**src/rtl/cbus_rr_arbiter_pkg.sv**
```systemverilog
// Shared cache-bus types plus arbiter state encoding.
package cbus_rr_arbiter_pkg;

    typedef enum logic [7:0] {
        MLEN1 = 8'd0,
        MLEN2 = 8'd1,
        MLEN4 = 8'd3,
        MLEN8 = 8'd7
    } mlen_t;

    typedef enum logic [2:0] {
        MSIZE1 = 3'd0,
        MSIZE2 = 3'd1,
        MSIZE4 = 3'd2,
        MSIZE8 = 3'd3
    } msize_t;

    // 151 bits: request held stable for the burst except strb/data
    typedef struct packed {
        logic        valid;
        logic        we;
        logic [63:0] addr;
        mlen_t       len;
        msize_t      size;
        logic [1:0]  burst;
        logic [7:0]  strb;
        logic [63:0] data;
    } cbus_req_t;

    // 66 bits
    typedef struct packed {
        logic        ready;
        logic        last;
        logic [63:0] data;
    } cbus_resp_t;

    typedef enum logic {
        ARB_IDLE = 1'b0,
        ARB_BUSY = 1'b1
    } arb_state_t;

endpackage

```
**src/rtl/cbus_rr_arbiter_pick.sv**
```systemverilog
// Round-robin priority encoder: first valid index after last_idx, wrapping.
module rr_pick #(
    parameter int N_MASTERS = 2
) (
    input  logic [N_MASTERS-1:0]         valid_i,
    input  logic [$clog2(N_MASTERS)-1:0] last_idx_i,
    output logic                         any_o,
    output logic [$clog2(N_MASTERS)-1:0] pick_idx_o
);
    localparam int IDX_W = $clog2(N_MASTERS);

    logic [IDX_W:0] cand;

    // Scan farthest offset first so the nearest valid candidate overwrites it.
    always_comb begin
        any_o      = 1'b0;
        pick_idx_o = '0;
        cand       = '0;
        for (int k = N_MASTERS; k >= 1; k--) begin
            cand = {1'b0, last_idx_i} + (IDX_W+1)'(k);
            if (cand >= (IDX_W+1)'(N_MASTERS)) begin
                cand = cand - (IDX_W+1)'(N_MASTERS);
            end
            if (valid_i[cand[IDX_W-1:0]]) begin
                any_o      = 1'b1;
                pick_idx_o = cand[IDX_W-1:0];
            end
        end
    end

endmodule

```
**src/rtl/cbus_rr_arbiter.sv**
```systemverilog
// Round-robin cache-bus arbiter; grant is locked from acceptance until ready && last.
module cbus_rr_arbiter
    import cbus_rr_arbiter_pkg::*;
#(
    parameter int N_MASTERS = 2
) (
    input  logic                         clk,
    input  logic                         reset,
    input  cbus_req_t  [N_MASTERS-1:0]   ireqs,
    output cbus_resp_t [N_MASTERS-1:0]   iresps,
    output cbus_req_t                    oreq,
    input  cbus_resp_t                   oresp
);
    localparam int IDX_W = $clog2(N_MASTERS);

    arb_state_t       state_q, state_d;
    logic [IDX_W-1:0] grant_idx_q, grant_idx_d;
    logic [IDX_W-1:0] last_idx_q, last_idx_d;
    logic [N_MASTERS-1:0] req_valid;
    logic             any;
    logic [IDX_W-1:0] pick_idx;

    for (genvar i = 0; i < N_MASTERS; i++) begin : g_valid
        assign req_valid[i] = ireqs[i].valid;
    end

    rr_pick #(.N_MASTERS(N_MASTERS)) u_pick (
        .valid_i    (req_valid),
        .last_idx_i (last_idx_q),
        .any_o      (any),
        .pick_idx_o (pick_idx)
    );

    always_ff @(posedge clk) begin
        if (reset) begin
            state_q     <= ARB_IDLE;
            grant_idx_q <= '0;
            last_idx_q  <= IDX_W'(N_MASTERS - 1);
        end else begin
            state_q     <= state_d;
            grant_idx_q <= grant_idx_d;
            last_idx_q  <= last_idx_d;
        end
    end

    always_comb begin
        state_d     = state_q;
        grant_idx_d = grant_idx_q;
        last_idx_d  = last_idx_q;
        case (state_q)
            ARB_IDLE: begin
                if (any) begin
                    grant_idx_d = pick_idx;
                    state_d     = ARB_BUSY;
                end
            end
            ARB_BUSY: begin
                // Release on the final beat even if the master already dropped valid.
                if (oresp.ready && oresp.last) begin
                    last_idx_d = grant_idx_q;
                    state_d    = ARB_IDLE;
                end
            end
            default: state_d = ARB_IDLE;
        endcase
    end

    always_comb begin
        oreq   = '0;
        iresps = '0;
        if (!reset && state_q == ARB_BUSY) begin
            oreq                = ireqs[grant_idx_q];
            iresps[grant_idx_q] = oresp;
        end
    end

endmodule

```
**config.mk**
```make
export PLATFORM = sky130hd
export DESIGN_NAME = cbus_rr_arbiter
export DESIGN_NICKNAME = d
export VERILOG_FILES = /design/src/rtl/cbus_rr_arbiter_pkg.sv /design/src/rtl/cbus_rr_arbiter_pick.sv /design/src/rtl/cbus_rr_arbiter.sv
export SDC_FILE = /design/constraint.sdc
export NUM_CORES = 1
export LEC_CHECK = 0
export CAP_MARGIN = 40
export CORE_AREA = 2 2 258 260
export CTS_CLUSTER_DIAMETER = 200
export CTS_CLUSTER_SIZE = 24
export DETAILED_ROUTE_END_ITERATION = 8
export DIE_AREA = 0 0 260 262
export GPL_TIMING_DRIVEN = 0
export PLACE_DENSITY = 0.38
export SYNTH_ARGS = -nofsm -noshare
export SYNTH_HDL_FRONTEND = slang
export SYNTH_SLANG_ARGS = --single-unit
```
**constraint.sdc**
```tcl
create_clock -name clk -period 2.35 [get_ports clk]
set_input_delay 0.3525 -clock clk [delete_from_list [all_inputs] [get_ports clk]]
set_output_delay 0.3525 -clock clk [all_outputs]
set_load 0.005 [all_outputs]
```
; ---- Word-level counts from Yosys, hierarchy flattened
; Index checks and enable logic that the tools add are counted.
[totals]
mem_count = 0
mem_bits_rw = 0
mem_bits_ro = 0
regBits = 3
latch_bits = 0
[classes]
n_reduce_logical = 6
n_mux = 19
n_div = 0
bitwise = 2
n_addsub = 4
mul = 0
eq_ne = 0
shifts = 0
order_cmp = 6
[op_table]
columns = op, count
row1 = two-way mux 151 bit, 3
row2 = bitwise AND 132 bit, 1
row3 = two-way mux 132 bit, 1
row4 = demux 66 bit (select 1 bit), 1
row5 = two-way mux 66 bit, 1
row6 = two-way mux 1 bit, 12
row7 = less-than comparator 1 x 2 -> 1 bit (second input constant), 3
row8 = >= comparator 2 bit (second input constant), 2
row9 = AND reduction 2 bit, 2
row10 = logical AND 1 bit, 3
row11 = adder 1 x 1 -> 2 bit (second input constant), 1
row12 = adder 1 x 2 -> 2 bit (second input constant), 1
row13 = case mux 1 bit (2 select lines), 1
row14 = subtractor 1 bit (second input constant), 2
row15 = >= comparator 1 bit (second input constant), 1
row16 = zero test 1 bit, 1
row17 = inverter 1 bit, 1

; ---- Longest topological paths before layout
; Gate-level depths: netlist (run 1).
[depth]
ltp_word = 9
depth_mapped = 5

; ---- Modules after synthesis
; From an unflattened synthesis (run 1), not the netlist that was laid out.
[hier_totals]
hier_cells = 572
hier_area_um2 = 3455.8
[by_module_without_submodules]
columns = module, cells_each, area_each_um2, n_inst, seq_area_each_um2
row1 = cbus_rr_arbiter, 570, 3442.1, 1, 60.1
row2 = rr_pick, 2, 13.8, 1, 0.0

; ---- Least setup slack after synthesis (run 1)
; OpenSTA, ideal clock, no wires.
[synth_path]
path_type = flip-flop to output port
startpoint = register grant_idx_q
endpoint = output oreq[100] (netlist bit)
arrival_ns = 1.000
slack_ns = 0.997
path_stages_with_launch = 6
path_buffers = 3
required_time_ns = 1.997
path_cell_list = dfxtp_1 buf_4 buf_6 buf_6 mux2i_1 nor2_1
[synth_lines]
columns = element, line_no
row1 = "start, declared", cbus_rr_arbiter.sv:17  ; logic [IDX_W-1:0] grant_idx_q, grant_idx_d;
row2 = "start signal, assigned", cbus_rr_arbiter.sv:41  ; grant_idx_q <= grant_idx_d;
row3 = "end, declared", cbus_rr_arbiter.sv:11  ; output cbus_req_t oreq,

==> metrics.md, run 1 <==
| Metric | Value |
|---|---|
| Outcome | `completed` |
| Final core utilization | `0.1830` |
| DR pass1 iterations | `4` |
| First-pass GRT wire length | `53,280 um` |
| Critical Path AT | `between 1.5 and 2 ns` |
| Vias per cell | `approximately 3.1` |
| Clk sinks | `3` |
| Starting Density | `0.05024` |
| I/O pin count | `~650` |
| Worst Setup Start Kind | `flop` |
| Total track usage | `0.1129` |
| Inst Count DP | `about 2.1k` |
| Number of buffers created by CTS | `3` |
| Post-Syn Instances | `571` |
| Initial DRC count | `about 190` |
| Die area | `around 70,000 sq um` |
| Largest net degree at the start of global routing | `11` |
| Routed len/inst | `around 20 um` |
| Crit path kind | `flop to output port` |
| Clock transition at path regs | `~0.030 ns` |
| Crit path max fanout | `10` |
| Slew @ Worst Pin | `between 0.5 and 0.6 ns` |
| Row cnt | `94` |
| Finished Layout Cells | `between 2k and 2.5k` |
| Power per cell area | `196.1 nW/um^2` |
| Syn_area_per_cell | `between 5 and 6 sq um` |
| Largest delay share family, worst path | `buffers and inverters` |
| Routability cong. | `~0.8` |
| Initial antenna violation count | `5` |
| Hold_buf cts | `0` |
| Die width | `~260 um` |
| Final Cycle Share | `0.9782` |
| Hold Crit Class | `flop to flop` |
| WL final | `42,060 um` |
| Core Area | `approximately 65,000 sq um` |
| Vias | `between 6k and 7k` |
| Final setup viols | `0` |
| # port buffers | `about 650` |
| Share of layout cells above drive strength 1 | `0.1213` |
| Clk root buf | `clkbuf_16` |
| Peak Freq | `approximately 0.44 GHz` |
| Die height | `about 260 um` |
| Critical Path Max Stage Delay | `0.45 ns` |
| Post-synth cell types | `17` |
| Critical Path, Cell by Cell | `buf_12 > buf_16 > buf_16 > mux2i_4 > nor2_2 > clkdlybuf4s50_1` |
| Hold Fails Final Rpt | `0` |
| Remaining Overflow, GRT | `0` |
| H-tree levels | `1` |
| WP buf/inv | `4` |
| #FFs+latches synth | `3` |
| P_leak | `0.004555 uW` |
| Max-slew violation count | `0` |
| Final nets | `approximately 1.6k` |
| CP max stage cell | `clkdlybuf4s50_1` |
| DP HPWL | `37,330 um` |
| Worst VDD drop | `roughly 0.19 mV` |
| Area grow syn2layout | `264.3%` |
| DRT antenna net count | `0` |
| Yosys warns | `0` |
| Rel. slew slack | `0.6270` |
| DR DRC count | `0` |
| Maxcap violations | `0` |
| Mapped cell area | `3279 sq um` |
| Net Count, Synth | `~940` |
| Min Tclk post-route | `between 2 and 2.5 ns` |
| Worst EP required | `roughly 2 ns` |
| Clock buffer depth | `2` |
| TritonCTS clock tree | `done` |
| Most common cell on crit path | `buf_16` |
| CP endpoint kind | `output port` |
| Clock skew | `0.00009398 ns` |
| Worst-Skew Late Latency | `0.23 ns` |
| Vias in the first global route | `around 6.8k` |
| Sequential fraction of the synthesis area | `0.01831` |
==> stage by stage <==
stage	setup TNS [ns]	cell area (sq um)	hold slack [ns]	worst slack [ns]	power, uW
5_1_grt	0	11940	0.5384	-0.0000008882	2484
3_3_place_gp	-154.39	10890	0.5253	-1.193	1880
6_report	0	11950	0.5188	0.05125	2343
3_5_place_dp	-158.09	10890	0.5182	-1.239	1882
2_1_floorplan	0	3279	0.4216	0.9975	577.5
4_1_cts	-0.2957	11760	0.5200	-0.04236	2366
==> state kept, by name, summed over array words and instances (netlist names) <==
name and count:
last_idx_q 1, state_q 1, grant_idx_q 1
==> cell type report <==
class	count	area, sq um
Tap cell	864	1081
Clock buffer	4	78.83
Inverter	2	10.01
Antenna cell	6	15.01
Sequential cell	3	65.06
Fill cell	7362	53330
Timing Repair Buffer	663	6598
Buffer	53	525.5
Multi-Input combinational cell	512	3575
==> what timing repair did <==
item,4_1_cts,5_1_grt
setup endpoints to repair,278,48
endpoints found under the hold margin,0,0
pin swaps,0,2
buffers inserted,7,4
resized for setup,240,60
==> routing by layer <==
| metal | share of wire | track usage | vias up |
|---|---|---|---|
| li1 | - | - | 3182 |
| met1 | 0.39 | 0.1314 | 2907 |
| met3 | 0.11 | 0.03848 | 14 |
| met2 | 0.49 | 0.1973 | 407 |
| met5 | 0 | 0 | - |
| met4 | 0.013 | 0.02858 | 0 |
==> power breakdown <==
part / total [uW] / switching [uW] / internal, uW
Clock: 273 / 49.3 / 224
Sequential: 60.8 / 5.74 / 55.0
Combinational: 2010 / 827 / 1180
==> path summary, 6_finish.rpt <==
path / start / to / slack, ns / cells after the start
setup reg to reg: grant_idx_q / grant_idx_q / 1.12 / 5
hold reg to reg: last_idx_q / last_idx_q / 0.52 / 2
setup / recovery: grant_idx_q / oreq[117] / 0.05 / 6
hold / removal: last_idx_q / last_idx_q / 0.52 / 2
==> cell families after synthesis <==
logic type / after synthesis / share of synthesized area
AO/OA/AOI/OAI: 4 / 0.007629
buffers and inverters: 56 / 0.1019
flip-flops: 3 / 0.01831
multiplexers: 151 / 0.4609
AND/OR/NAND/NOR: 357 / 0.4113
==> cell usage in the layout (no fill, tap or decap), drive strengths merged <==
| cell | instances |
|---|---|
| nor3 | 1 |
| o21ai | 1 |
| dlymetal6s2s | 24 |
| nor2 | 284 |
| nand3 | 1 |
| nand2b | 1 |
| nand3b | 1 |
| clkdlybuf4s15 | 7 |
| a21oi | 2 |
| diode | 6 |
| mux2i | 151 |
| o311a | 1 |
| clkbuf | 14 |
| inv | 2 |
| dlygate4sd2 | 54 |
| clkdlybuf4s50 | 564 |
| nand2 | 69 |
| buf | 57 |
| dfxtp | 3 |
==> cell usage after synthesis (all sizes together) <==
cell type  instances  area share
nor2             284        0.33
mux2i            151        0.46
nand2             69       0.079
buf               45       0.089
clkbuf             9       0.010
dfxtp              3       0.018
a21oi              2      0.0031
inv                2      0.0023
nand2b             1      0.0019
nand3              1      0.0015
nand3b             1      0.0023
nor3               1      0.0015
o21ai              1      0.0015
o311a              1      0.0031
==> worst reg2reg max path: stages (launching register included) <==
cell,delay (ns)
dfxtp_2,0.34
buf_12,0.16
buf_16,0.19
buf_6,0.25
o21ai_1,0.09
a21oi_1,0.13
Note: power is estimated with default switching activity, not from simulation.
==> run 2: changes to the inputs <==
==> constraint.sdc (replaced) <==
create_clock -name clk -period 2.35 [get_ports clk]
set_input_delay 0.235 -clock clk [delete_from_list [all_inputs] [get_ports clk]]
set_output_delay 0.235 -clock clk [all_outputs]
set_load 0.005 [all_outputs]
==> metrics.md, run 2 (synthesized netlist as in run 1, its figures left out) <==
| Metric | Value |
|---|---|
| Clk root buf | `clkbuf_16` |
| Max-slew violation count | `0` |
| Critical Path AT | `between 2 and 2.5 ns` |
| Outcome | `completed` |
| Core Area | `~65,000 sq um` |
| Largest net degree at the start of global routing | `12` |
| Area of the multi-input gates | `3367 sq um` |
| # port buffers | `approximately 650` |
| Die height | `between 200 and 300 um` |
| Total track usage | `0.1122` |
| Hold Fails Final Rpt | `0` |
| DP HPWL | `~37,000 um` |
| Clk sinks | `3` |
| WL final | `approximately 42,000 um` |
| TritonCTS clock tree | `done` |
| Vias in the first global route | `between 6k and 7k` |
| RSZ-0062 raised after global routing | `true` |
| P_leak | `0.003874 uW` |
| Share of layout cells above drive strength 1 | `0.09625` |
| Top Registers | `grant_idx_q x1, last_idx_q x1, state_q x1` |
| Initial DRC count | `about 230` |
| Final Cycle Share | `0.9989` |
| Min Tclk post-route | `2.347 ns` |
| Number of buffers created by CTS | `3` |
| Starting Density | `0.05024` |
| Remaining Overflow, GRT | `0` |
| Vias | `6,476` |
| H-tree levels | `1` |
| CP endpoint kind | `output port` |
| Clock transition at path regs | `0.03 ns` |
| DR DRC count | `0` |
| Vias per cell | `3.094` |
| Crit path max fanout | `10` |
| I/O pin count | `approximately 650` |
| Crit path kind | `flop to output port` |
| Die width | `~260 um` |
| Power per cell area | `slightly below 200 nW/um^2` |
| First-pass GRT wire length | `52,890 um` |
| Hold_buf cts | `0` |
| Rel. slew slack | `0.5446` |
| Worst-Skew Late Latency | `approximately 0.23 ns` |
| DR pass1 iterations | `4` |
| Min Hold Slack | `0.3956 ns` |
| Area grow syn2layout | `251.5%` |
| Routed len/inst | `~20 um` |
| Row cnt | `94` |
| Hold Crit Class | `input pin to flop` |
| Worst VDD drop | `approximately 0.17 mV` |
| Slew @ Worst Pin | `between 0.6 and 0.7 ns` |
| Peak Freq | `around 0.43 GHz` |
| Final setup viols | `0` |
| Commonest cells after routing, fill and taps aside | `clkdlybuf4s50_1 (627), nor2_1 (274), mux2i_1 (104), nand2_1 (68), mux2i_4 (29)` |
| Area occupied by registers | `~61 sq um` |
| Final nets | `~1.6k` |
| Setup_tns | `0 ns` |
| Commonest non-fill, non-tap cell in the layout | `clkdlybuf4s50_1` |
| Fill cells | `7,378` |
| Die area | `between 60,000 and 70,000 sq um` |
| Maxcap violations | `0` |
| R2R Setup Slk | `1.10 ns` |
| DRT antenna net count | `0` |
| Clock skew | `~0.00039 ns` |
| Initial antenna violation count | `6` |
| Worst Setup Start Kind | `flop` |
| Routability cong. | `0.7936` |
| Clock buffer depth | `2` |
| Worst EP required | `approximately 2.1 ns` |
[run 2: through the flow]
| stage | area [sq um] | power, uW | setup WS, ns | util | instances |
|---|---|---|---|---|---|
| detailed placement | 10890 | 1882 | -1.004 | 0.1668 | 2087 |
| global placement | 10890 | 1880 | -0.9577 | 0.1668 | 2087 |
| CTS | 11360 | 2277 | -0.03825 | 0.1740 | 2091 |
| finish | 11530 | 2272 | 0.002685 | 0.1766 | 2093 |
| floorplan | 3279 | 577.5 | 1.115 | - | 571 |
| global route | 11530 | 2411 | -0.04644 | 0.1766 | 2093 |
[run 2: layer usage]
metal  track usage  up-vias  part of all wire
met5             0        -           0.00021
met4       0.03033        2             0.015
met3       0.03964       18              0.11
met2        0.1944      411              0.49
met1        0.1305     2888              0.39
li1              -     3157                 -
[run 2: path summary, 6_finish.rpt]
kind | from | end | depth (start not counted)
worst max register to register | grant_idx_q | grant_idx_q | 5
worst min register to register | last_idx_q | last_idx_q | 2
worst min-delay path | reset | grant_idx_q | 2
worst max-delay path | grant_idx_q | oreq[82] | 6
[run 2: power by group]
group	switching (uW)	internal, uW
clock	49.0	224
sequential	5.57	55.2
combinational	794	1140
[run 2: final cells by class]
type / instances / share of cell area
Antenna cell: 3 / 0.0006513
Buffer: 52 / 0.03517
Clock buffer: 4 / 0.006838
Inverter: 2 / 0.0006513
Multi-Input combinational cell: 512 / 0.2921
Sequential cell: 3 / 0.005319
Tap cell: 864 / 0.09378
Timing Repair Buffer: 653 / 0.5655
[run 2: critical path: stages (launching register included)]
cell and delay [ns]:
dfxtp_1 0.36, buf_12 0.18, buf_16 0.18, buf_8 0.22
mux2i_2 0.37, nor2_1 0.07, clkdlybuf4s50_1 0.46
[run 2: repair_timing]
action,4_1_cts,5_1_grt
resized for setup,129,28
setup buffers,1,0
setup endpoints to repair,232,47
pin swaps,0,0
==> run 3: changes to the inputs <==
--- a/config.mk
+++ b/config.mk
@@ -6,13 +6,15 @@
 export NUM_CORES = 1
 export LEC_CHECK = 0
 export CAP_MARGIN = 40
-export CORE_AREA = 2 2 258 260
+export CORE_AREA = 2 2 253 255
 export CTS_CLUSTER_DIAMETER = 200
 export CTS_CLUSTER_SIZE = 24
 export DETAILED_ROUTE_END_ITERATION = 8
-export DIE_AREA = 0 0 260 262
+export DIE_AREA = 0 0 255 257
+export DONT_BUFFER_PORTS = 1
 export GPL_TIMING_DRIVEN = 0
-export PLACE_DENSITY = 0.38
+export HOLD_SLACK_MARGIN = 0.12
+export PLACE_DENSITY = 0.3
 export SYNTH_ARGS = -nofsm -noshare
 export SYNTH_HDL_FRONTEND = slang
 export SYNTH_SLANG_ARGS = --single-unit
==> metrics.md, run 3 (synthesized netlist as in run 1, its figures left out) <==
| Metric | Value |
|---|---|
| Rel. slew slack | `0.5526` |
| Met2 Track Usage GR | `0.1381` |
| Outcome | `completed` |
| Max-slew violation count | `0` |
| Most common cell on crit path | `buf_2` |
| Min Tclk post-route | `between 2 and 2.5 ns` |
| Clk root buf | `clkbuf_16` |
| Final Cycle Share | `0.9031` |
| Clock transition at path regs | `around 0.030 ns` |
| DP HPWL | `around 23,000 um` |
| Number of buffers created by CTS | `3` |
| Crit path max fanout | `10` |
| CP endpoint kind | `output port` |
| CP max stage cell | `dfxtp_1` |
| First-pass GRT wire length | `31,530 um` |
| Crit path kind | `flop to output port` |
| I/O pin count | `around 650` |
| H-tree levels | `1` |
| Final setup viols | `0` |
| Commonest non-fill, non-tap cell in the layout | `nor2_1` |
| Die width | `between 200 and 300 um` |
| Remaining Overflow, GRT | `0` |
| Met3 Usage GRT | `0.006777` |
| Vias per cell | `between 3 and 4` |
| Vias | `approximately 4.3k` |
| DR DRC count | `0` |
| Hold Fails Final Rpt | `0` |
| GR Util met1 | `0.06964` |
| Top Registers | `grant_idx_q x1, last_idx_q x1, state_q x1` |
| Area grow syn2layout | `35.52%` |
| Die height | `~260 um` |
| DRT antenna net count | `0` |
| Initial antenna violation count | `4` |
| Busiest grt layer | `met2` |
| Starting Density | `0.05227` |
| P_leak | `between 0.001 and 0.0015 uW` |
| Clock skew | `0.001340 ns` |
| Initial DRC count | `205` |
| Peak Freq | `0.4712 GHz` |
| Routability cong. | `about 0.84` |
| Worst-Skew Late Latency | `0.22 ns` |
| Core Area | `between 60,000 and 70,000 sq um` |
| Critical Path AT | `around 1.9 ns` |
| TritonCTS clock tree | `done` |
| RSZ-0062 raised after global routing | `false` |
| Power Total | `1044 uW` |
| Final nets | `about 950` |
| Row cnt | `approximately 90` |
| Vias in the first global route | `about 4k` |
| Worst EP required | `approximately 2.1 ns` |
| Min Hold Slack | `between 0.15 and 0.2 ns` |
| Largest delay share family, worst path | `simple AND/OR/NAND/NOR gates` |
| Die area | `~66,000 sq um` |
| Slew @ Worst Pin | `roughly 0.67 ns` |
| Post-CTS Setup Inserts | `0` |
| Largest net degree at the start of global routing | `11` |
| Total track usage | `0.06921` |
| Maxcap violations | `0` |
| Power per cell area | `around 230 nW/um^2` |
| WP buf/inv | `2` |
| Critical Path, Cell by Cell | `nand2_2 > buf_2 > buf_2 > nor2_1` |
| DR pass1 iterations | `5` |
| Clock buffer depth | `2` |
| Worst VDD drop | `just under 0.3 mV` |
| Critical Path Max Stage Delay | `0.44 ns` |
| Hold Crit Class | `input pin to flop` |
| Commonest cells after routing, fill and taps aside | `nor2_1 (281), mux2i_1 (151), nand2_1 (68), buf_2 (30), clkbuf_1 (10)` |
| # port buffers | `0` |
| Clk sinks | `3` |
| WL final | `about 26,000 um` |
| Fin worst setup slack | `0.2277 ns` |
| Share of layout cells above drive strength 1 | `0.09201` |
| DP Worst Slack | `-0.1188 ns` |
| Routed len/inst | `~18 um` |
| Worst Setup Start Kind | `flop` |
-- run 3: cell types whose count changed in the layout (fill, tap and decap cells not counted), moves of 7 or more --
cell | before | now
dlygate4sd2_1 | 18 | 0
mux2i_4 | 29 | 0
mux2i_1 | 104 | 151
clkdlybuf4s50_1 | 627 | 0
nor2_1 | 274 | 281
mux2i_2 | 18 | 0
-- run 3: through the flow --
stage	TNS, ns	util	instances	cell area (sq um)
after global placement	-0.08058	0.06915	1417	4338
after detailed placement	-0.1188	0.06915	1417	4338
after global routing	0	0.07080	1424	4442
after floorplan	0	-	571	3279
after CTS	0	0.07064	1422	4432
final	0	0.07084	1425	4444
-- run 3: timing repair --
item / CTS / global route
cloned: 0 / 0
hold buffers: 1 / 0
setup endpoints to repair: 48 / 2
endpoints found under the hold margin: 1 / 0
gates resized for setup: 2 / 2
-- run 3: metal layers --
metal  wire length (um)  share of wire  up-vias
met5                  9        0.00035        -
li1                   -              -     1846
met1               9078           0.35     1976
met2              13810           0.54      425
met4               1045          0.041        2
met3               1819          0.071       52
-- run 3: worst paths after layout --
check | from | end | slack (ns) | depth (start not counted)
max reg2reg | grant_idx_q | grant_idx_q | 0.98 | 5
max | state_q | oreq[97] | 0.23 | 4
min reg2reg | last_idx_q | last_idx_q | 0.51 | 2
min | ireqs[150] | state_q | 0.16 | 1
-- run 3: final cells by class --
cell class	instances	area [sq um]
Clock buffer	4	78.83
Multi-Input combinational cell	512	2895
Buffer	54	326.6
Timing Repair Buffer	1	10.01
Fill cell	7426	58290
Sequential cell	3	60.06
Tap cell	846	1059
Inverter	2	7.507
Antenna cell	3	7.507
-- run 3: power breakdown --
group	total, uW	internal, uW	leakage (uW)	switching [uW]
clock network	271	224	0.0000382	46.9
registers	58.6	54.8	0.0000248	3.77
logic	714	246	0.00120	468
total	1040	525	0.00126	519
